===== config.mk =====
export PLATFORM = sky130hd
export DESIGN_NAME = ysyx_25040101_ifu
export DESIGN_NICKNAME = d
export VERILOG_FILES = /design/src/rtl/ysyx_25040101_ifu.sv
export SDC_FILE = /design/constraint.sdc
export NUM_CORES = 1
export LEC_CHECK = 0
export CORE_MARGIN = 5
export CORE_UTILIZATION = 38
export CTS_BUF_LIST = sky130_fd_sc_hd__clkbuf_16
export DETAILED_ROUTE_END_ITERATION = 10
export PLACE_DENSITY = 0.76
export SKIP_CTS_REPAIR_TIMING = 1
export SLEW_MARGIN = 10
export SYNTH_ARGS = -nofsm -noshare
export SYNTH_HDL_FRONTEND = slang
export SYNTH_SLANG_ARGS = --single-unit

===== constraint.sdc =====
create_clock -name clk -period 1.6 [get_ports clk]
set_input_delay 0.32 -clock clk [delete_from_list [all_inputs] [get_ports clk]]
set_output_delay 0.32 -clock clk [all_outputs]
set_load 0.1 [all_outputs]

===== src/rtl/ysyx_25040101_ifu.sv =====
// ---------------------------------------------------------------------------
// ysyx_25040101_ifu -- instruction fetch unit of the multi-cycle nebula core.
//
// Holds the PC, issues one instruction-memory read per instruction, hands the
// fetched word and its PC to decode, then waits for the next PC before the
// following fetch. Misaligned targets, bus errors and response timeouts are
// reported alongside the delivered (possibly zeroed) instruction word.
//
// Parameters
//   RESET_PC  PC loaded on reset
//   TIMEOUT   cycles counted in WAIT before a timeout is declared (1..255)
//
// Ports
//   clk, rst           core clock; synchronous active-high reset
//   imem_req_*         request channel (valid/ready), address = current PC
//   imem_rsp_*         response channel (valid only, one cycle, no backpressure)
//   inst_valid_o/inst_ready_i, inst_o, pc_o, fetch_err_o, err_code_o
//                      delivery to decode (valid/ready, held until accepted)
//   dnpc_valid_i, dnpc_i
//                      next PC from execute/writeback, taken only in NPC
// ---------------------------------------------------------------------------
module ysyx_25040101_ifu #(
  parameter logic [31:0] RESET_PC = 32'h8000_0000,
  parameter int unsigned TIMEOUT  = 255
) (
  input  logic        clk,
  input  logic        rst,
  output logic        imem_req_valid_o,
  input  logic        imem_req_ready_i,
  output logic [31:0] imem_addr_o,
  input  logic        imem_rsp_valid_i,
  input  logic [31:0] imem_rsp_data_i,
  input  logic        imem_rsp_err_i,
  output logic        inst_valid_o,
  input  logic        inst_ready_i,
  output logic [31:0] inst_o,
  output logic [31:0] pc_o,
  output logic        fetch_err_o,
  output logic [1:0]  err_code_o,
  input  logic        dnpc_valid_i,
  input  logic [31:0] dnpc_i
);

  localparam logic [7:0] TIMEOUT_CNT = 8'(TIMEOUT);

  typedef enum logic [1:0] {
    S_REQ,
    S_WAIT,
    S_DELIVER,
    S_NPC
  } state_t;

  state_t      r_state;
  state_t      w_state_nxt;
  logic [31:0] r_pc;
  logic [7:0]  r_cnt;
  logic [31:0] r_inst;
  logic [31:0] r_pc_out;
  logic        r_err;
  logic [1:0]  r_code;

  logic        w_misaligned;
  logic        w_load;
  logic [31:0] w_load_inst;
  logic        w_load_err;
  logic [1:0]  w_load_code;

  assign w_misaligned = (r_pc[1:0] != 2'b00);

  // Outputs are masked while rst is high so nothing is offered in the reset
  // cycle regardless of the state being left.
  assign imem_req_valid_o = !rst && (r_state == S_REQ) && !w_misaligned;
  assign imem_addr_o      = r_pc;
  assign inst_valid_o     = !rst && (r_state == S_DELIVER);
  assign inst_o           = r_inst;
  assign pc_o             = r_pc_out;
  assign fetch_err_o      = r_err;
  assign err_code_o       = r_code;

  always_ff @(posedge clk) begin
    if (rst) r_state <= S_REQ;
    else     r_state <= w_state_nxt;
  end

  always_comb begin
    w_state_nxt = r_state;
    w_load      = 1'b0;
    w_load_inst = '0;
    w_load_err  = 1'b0;
    w_load_code = 2'd0;
    unique case (r_state)
      S_REQ: begin
        if (w_misaligned) begin
          w_state_nxt = S_DELIVER;
          w_load      = 1'b1;
          w_load_err  = 1'b1;
          w_load_code = 2'd1;
        end else if (imem_req_ready_i) begin
          w_state_nxt = S_WAIT;
        end
      end
      S_WAIT: begin
        // A response in the counter's final cycle still wins over the timeout.
        if (imem_rsp_valid_i) begin
          w_state_nxt = S_DELIVER;
          w_load      = 1'b1;
          w_load_inst = imem_rsp_data_i;
          w_load_err  = imem_rsp_err_i;
          w_load_code = imem_rsp_err_i ? 2'd2 : 2'd0;
        end else if (r_cnt == TIMEOUT_CNT) begin
          w_state_nxt = S_DELIVER;
          w_load      = 1'b1;
          w_load_err  = 1'b1;
          w_load_code = 2'd3;
        end
      end
      S_DELIVER: begin
        if (inst_ready_i) w_state_nxt = S_NPC;
      end
      S_NPC: begin
        if (dnpc_valid_i) w_state_nxt = S_REQ;
      end
      default: w_state_nxt = S_REQ;
    endcase
  end

  always_ff @(posedge clk) begin
    if (rst) begin
      r_pc     <= RESET_PC;
      r_cnt    <= '0;
      r_inst   <= '0;
      r_pc_out <= RESET_PC;
      r_err    <= 1'b0;
      r_code   <= 2'd0;
    end else begin
      // Counter sits at zero in REQ, so WAIT always starts from a clean count.
      if (r_state == S_REQ)       r_cnt <= '0;
      else if (r_state == S_WAIT) r_cnt <= r_cnt + 8'd1;
      if (r_state == S_NPC && dnpc_valid_i) r_pc <= dnpc_i;
      if (w_load) begin
        r_inst   <= w_load_inst;
        r_pc_out <= r_pc;
        r_err    <= w_load_err;
        r_code   <= w_load_code;
      end
    end
  end

endmodule


Word-level counts from Yosys, hierarchy flattened
Index checks and enable logic that the tools add are counted.
- add/sub/neg operators: 1
- multiply operators: 0
- divide/modulo/power cells: 0
- order comparisons: 0
- equal/unequal tests: 8
- shift operators: 0
- muxes and demuxes: 20
- bitwise operators: 0
- reduce and logical (&&, ||, !) cells: 10
- operators by type and width (operator ; count):
    32-bit two-way mux ; 2
    2-bit two-way mux ; 9
    8-bit by 1-bit adder with 8-bit output, second input constant ; 1
    8-bit == test, second input constant ; 1
    2-bit one-hot mux with 4 select lines ; 1
    3-bit != test, second input constant ; 2
    1-bit two-way mux ; 5
    2-bit == test, second input constant ; 2
    1-bit logical AND ; 4
    2-bit != test, second input constant ; 2
    1-bit one-hot mux with 2 select lines ; 2
    2-bit one-hot mux with 2 select lines ; 1
    4-bit AND reduction ; 1
    2-bit by 1-bit == test with 1-bit output, second input constant ; 1
    1-bit logical NOT ; 2
    2-bit logical NOT ; 1
    2-bit nonzero test ; 1
    2-bit OR reduction ; 1
- register bits: 109
- latch bits: 0
- RAM bits: 0
- bits in read-only memories: 0
- input bits: 71
- output and inout bits: 101
- word-level logic and storage cells: 46
- memories kept: 0

Logic depth before layout (Yosys ltp)
- depth in word-level cells: 4
- gate-level depth with buffers: 8
- depth with buffers taken out: 6

Least setup slack after synthesis
OpenSTA, ideal clock, no wires.
- path type: flip-flop to output port
- from: register r_pc[0] (netlist: imem_addr_o[0])
- to: output port imem_req_valid_o
- arrival: 2.256 ns
- required time: 1.280 ns
- slack: -0.976 ns
- cell stages (with the launch flop): 4
- buffers on the path: 0
- cells stage by stage: dfxtp_1 -> nor2_1 -> nand2_1 -> nor2_1
- word-level cells in the longest chain between the ends: 3
- ends and longest elaborated chain (element ; line ; text):
    start, declared ; 55 ; logic [31:0] r_pc;
    start signal, assigned ; 139 ; if (r_state == S_NPC && dnpc_valid_i) r_pc <= dnpc_i;
    2-bit nonzero test ; 68 ; assign w_misaligned = (r_pc[1:0] != 2'b00);
    1-bit logical NOT ; 72 ; assign imem_req_valid_o = !rst && (r_state == S_REQ) && !w_misaligned;
    1-bit logical AND ; 72 ;
    end, declared ; 28 ; output logic imem_req_valid_o,
Every way passes these cells.

Final worst setup path
- from: register r_pc[1] (netlist: imem_addr_o[1])
- to: output port imem_req_valid_o
The elaborated chain is that of the path after synthesis.

==> impl_summary.txt <==
----------------------------------------------------
[Power]
  Pwr per Cell Area ... about 1200 nW/um^2
  Worst vdd rail ir drop ... around 0.00057 V
  Leakage power figure ... 2.87 nW

[Synth]
  Share of synthesized area occupied by flip-flops and latches ... 0.538
  Synth top area cells ... sky130_fd_sc_hd__dfxtp_1 54%, sky130_fd_sc_hd__a21oi_1 8.2%, sky130_fd_sc_hd__a22o_2 7.9%
  Synthesized area per cell ... 9.09 sq um
  Library cells used by synthesis ... 34
  Simple-gate portion of the synthesized area ... 0.160
  Top-area cell type share of the netlist area ... 0.538
  Count of warnings emitted by yosys ... 0
  Dominant combinational cell family by area after synthesis ... compound AO/OA/AOI/OAI gates
  Syn Std Cell Area ... between 4000 and 5000 sq um
  Synthesized net count ... 522
  Post-Synthesis Cells ... 446
  Register bit count reported by yosys ... ~110
  Synthesized-area fraction occupied by ao, oa, aoi and oai cells ... 0.225
  Xor/xnor cell area share of the yosys netlist ... 0.0130
  Cell accounting for the most synthesized area ... sky130_fd_sc_hd__dfxtp_1
  Mux share of post-synthesis cell area ... 0.00247
  Post-Synth Adder-Cell Area ... 0.0154

[Setup path]
  Crit-path max FO ... 5
  Crit path cell chain ... buf_4 -> nor2_4 -> nand2_4 -> nor2_4 -> buf_12
  Endpoint type of the worst setup path ... output pin
  Data arrival, critical path ... 1.37 ns
  Max stage delay cell, worst path ... sky130_fd_sc_hd__dfxtp_4
  End of the worst register-to-register path ... pc_o[16]$_SDFFE_PP0P_
  CP peak stage delay ... 0.35 ns
  Worst reg2reg startpoint ... r_state[1]$_SDFFE_PP0P_
  Worst Path Class, Setup ... reg -> out
  Worst Setup Start Kind ... flop
  Worst Reg2Reg Path Length in Cells ... 9
  Worst endpoint required time ... 1.28 ns
  Reg2Reg Setup Slack ... -0.06 ns
  Most prevalent standard cell on the critical path ... sky130_fd_sc_hd__nor2_4

[Timing]
  Final setup violation count ... 55
  Actual slew at the worst max-slew pin ... 0.445 ns
  Worst-case clock skew ... 0.0111 ns
  Final critical-path share of the clock period ... 1.06
  Max Fclk ... 0.591 GHz
  Setup ws final ... -0.0915 ns
  Pins over their slew limit ... 0
  Final hold viol count ... 0
  RSZ-0062 raised after global routing ... true
  Worst hold slack after final layout ... 0.504 ns
  Relative slew slack ... 0.704
  Summed negative setup slack over all endpoints ... -1.63 ns
  Shortest clock period the worst path allows after layout ... 1.69 ns

[Global route]
  Global-route wire length before repair ... 21.3 mm
  Antenna violations before repair ... 0
  Remaining global-route overflow ... 0
  Vias in the first global route ... 4024
  Largest net degree at the start of global routing ... 44
  Global-route total usage across every layer ... 0.206

[Routing]
  Antenna violation net count after detailed routing ... 0
  Number of optimization iterations in the first detailed-route pass ... 4
  DRT iter0 DRCs ... 196
  Number of vias per cell after detailed routing ... 5.22
  Average wire per standard cell ... 18.0 um
  Top layer in use ... met4
  Length of routed met3 wiring ... ~1.4 mm
  Total wire length ... 14.1 mm
  Post-detailed-route DRC marker count ... 0
  Met2 routed WL ... ~6.9 mm
  M1 WL ... 5.53 mm
  Vias after detailed routing ... 4083

[Floorplanning]
  Initial core utilization ... 0.391
  # IOs ... 172
  Standard cell core area ... between 10000 and 15000 sq um
  Full die area ... 12800 sq um
  Core Rows ... 37
  Chip Width ... 113 um
  Vertical die dimension ... 113 um

[Cells and area]
  Share of post-route cells with drive strength above 1 ... 0.341
  Fin nets ... 716
  Final std cell area, no fill ... 7620 sq um
  Leading cell types in the layout, fill and taps excluded ... 105 x sky130_fd_sc_hd__dfxtp_1, 105 x sky130_fd_sc_hd__buf_12, 71 x sky130_fd_sc_hd__nand2_1
  FILL cells ... 725
  Signed area change from the synthesized netlist to the final layout ... 88.0%

[Worst hold path]
  Hold path startpoint ... pc_o[13]$_SDFFE_PP0P_
  Path class of the lowest-slack min-delay path ... reg -> reg
  Capture endpoint of the worst hold path ... pc_o[13]$_SDFFE_PP0P_
  Hold Path Cell Cnt ... 2

[Place]
  Placed standard-cell area ... 7110 sq um
  Post-place setup slack ... -0.674 ns
  Detailed placement HPWL ... ~10 mm
  Number of buffers added on ports ... 171
  Routability-driven placement congestion ratio ... roughly 0.84

[Clocking]
  CTS sink count ... between 100 and 150
  Clock-pin slew of the registers on the worst-case setup and hold paths ... 0.07 ns
  Cell at the root of the clock tree ... sky130_fd_sc_hd__clkbuf_16
  Clock tree from TritonCTS ... yes
  H-Tree Level Count ... 3
  Clock insertion delay at the later pin of the skew report ... 0.34 ns
  TritonCTS buffer count ... 9
  Number of buffers between clock root and the deepest sink ... 2

[Run status]
  Run status ... finished, violations left
  Violations in the final reports ... setup timing

[Job]
  Maximum Capacitance Violations ... 0

----------------------------------------------------
cells in the mapped netlist (all sizes together):
cell type and count:
o21ai 38, a211oi 1, a21oi 66, and2 2
xor2 3, o2bb2ai 1, o31ai 2, o21a 1
nor2b 4, nor3 2, nand4 3, nor4 1
a32o 1, a21boi 1, nand3 38, ha 5
nor2 14, dfxtp 109, xnor2 3, o211ai 1
clkbuf 28, buf 6, mux2i 1, inv 7
a221oi 1, and4 1, nand2 73, a22o 32
and3 1
per-layer routing:
| layer | global-route usage | up-vias |
|---|---|---|
| met3 | 0.0802 | 19 |
| met2 | 0.348 | 177 |
| met1 | 0.242 | 1939 |
| met5 | 0 | - |
| li1 | - | 1948 |
| met4 | 0.0593 | 0 |
worst max-delay path by stage:
stage,to,start,slack (ns),cells past startpoint
after floorplan,pc_o[22]$_SDFFE_PP0P_,r_state[1]$_SDFFE_PP0P_,-0.08,8
after global placement,inst_o[5]$_SDFFE_PP0P_,imem_rsp_valid_i,-0.57,5
after detailed placement,inst_o[28]$_SDFFE_PP0P_,imem_rsp_valid_i,-0.67,5
after CTS,inst_o[28]$_SDFFE_PP0P_,r_state[0]$_SDFFE_PP0P_,-0.67,6
after global routing,pc_o[31]$_SDFFE_PP1P_,r_state[1]$_SDFFE_PP0P_,-0.15,9
final,imem_req_valid_o,imem_addr_o[1]$_SDFFE_PP0P_,-0.09,5
power by group:
group          internal [W]  switching (W)
logic               0.00139        0.00214
clock network       0.00108        0.00105
registers           0.00291       0.000210
total               0.00537        0.00339
metrics by stage:
step	instances	utilization	power (W)
after global routing	781	0.734	0.00910
after CTS	772	0.713	0.00858
after detailed placement	756	0.686	0.00648
after floorplan	446	-	0.00508
after global placement	756	0.686	0.00639
final	782	0.735	0.00877
cell type report:
| class | instances | area [sq um] | area share |
|---|---|---|---|
| Tap cell | 136 | 170 | 0.0223 |
| Sequential cell | 109 | 2190 | 0.288 |
| Multi-Input combinational cell | 296 | 1770 | 0.233 |
| Inverter | 7 | 28.8 | 0.00378 |
| Clock inverter | 7 | 55.1 | 0.00723 |
| Timing Repair Buffer | 217 | 3170 | 0.416 |
| Clock buffer | 9 | 225 | 0.0296 |
| Antenna cell | 1 | 2.50 | 0.000328 |
worst max-delay path: cells and delay by family (launching register included):
kind                   cells  cell delay, ns
buffers and inverters      2            0.34
AND/OR/NAND/NOR            3            0.34
flip-flops                 1            0.35
logic make-up (layout without fill, tap and decap cells):
kind of cell,count (synthesis),count (layout)
compound gates,145,145
xor+xnor,6,6
fa+ha+maj,5,5
buf+inv,41,240
flops,109,109
mux,1,1
other cells,0,1
simple gates,139,139
state kept, by name (all words and copies together) (netlist names):
name / count
err_code_o: 2
fetch_err_o: 1
inst_o: 32
r_state: 2
pc_o: 32
r_cnt: 8
imem_addr_o: 32
No activity file was read; power rests on OpenSTA's default activity.
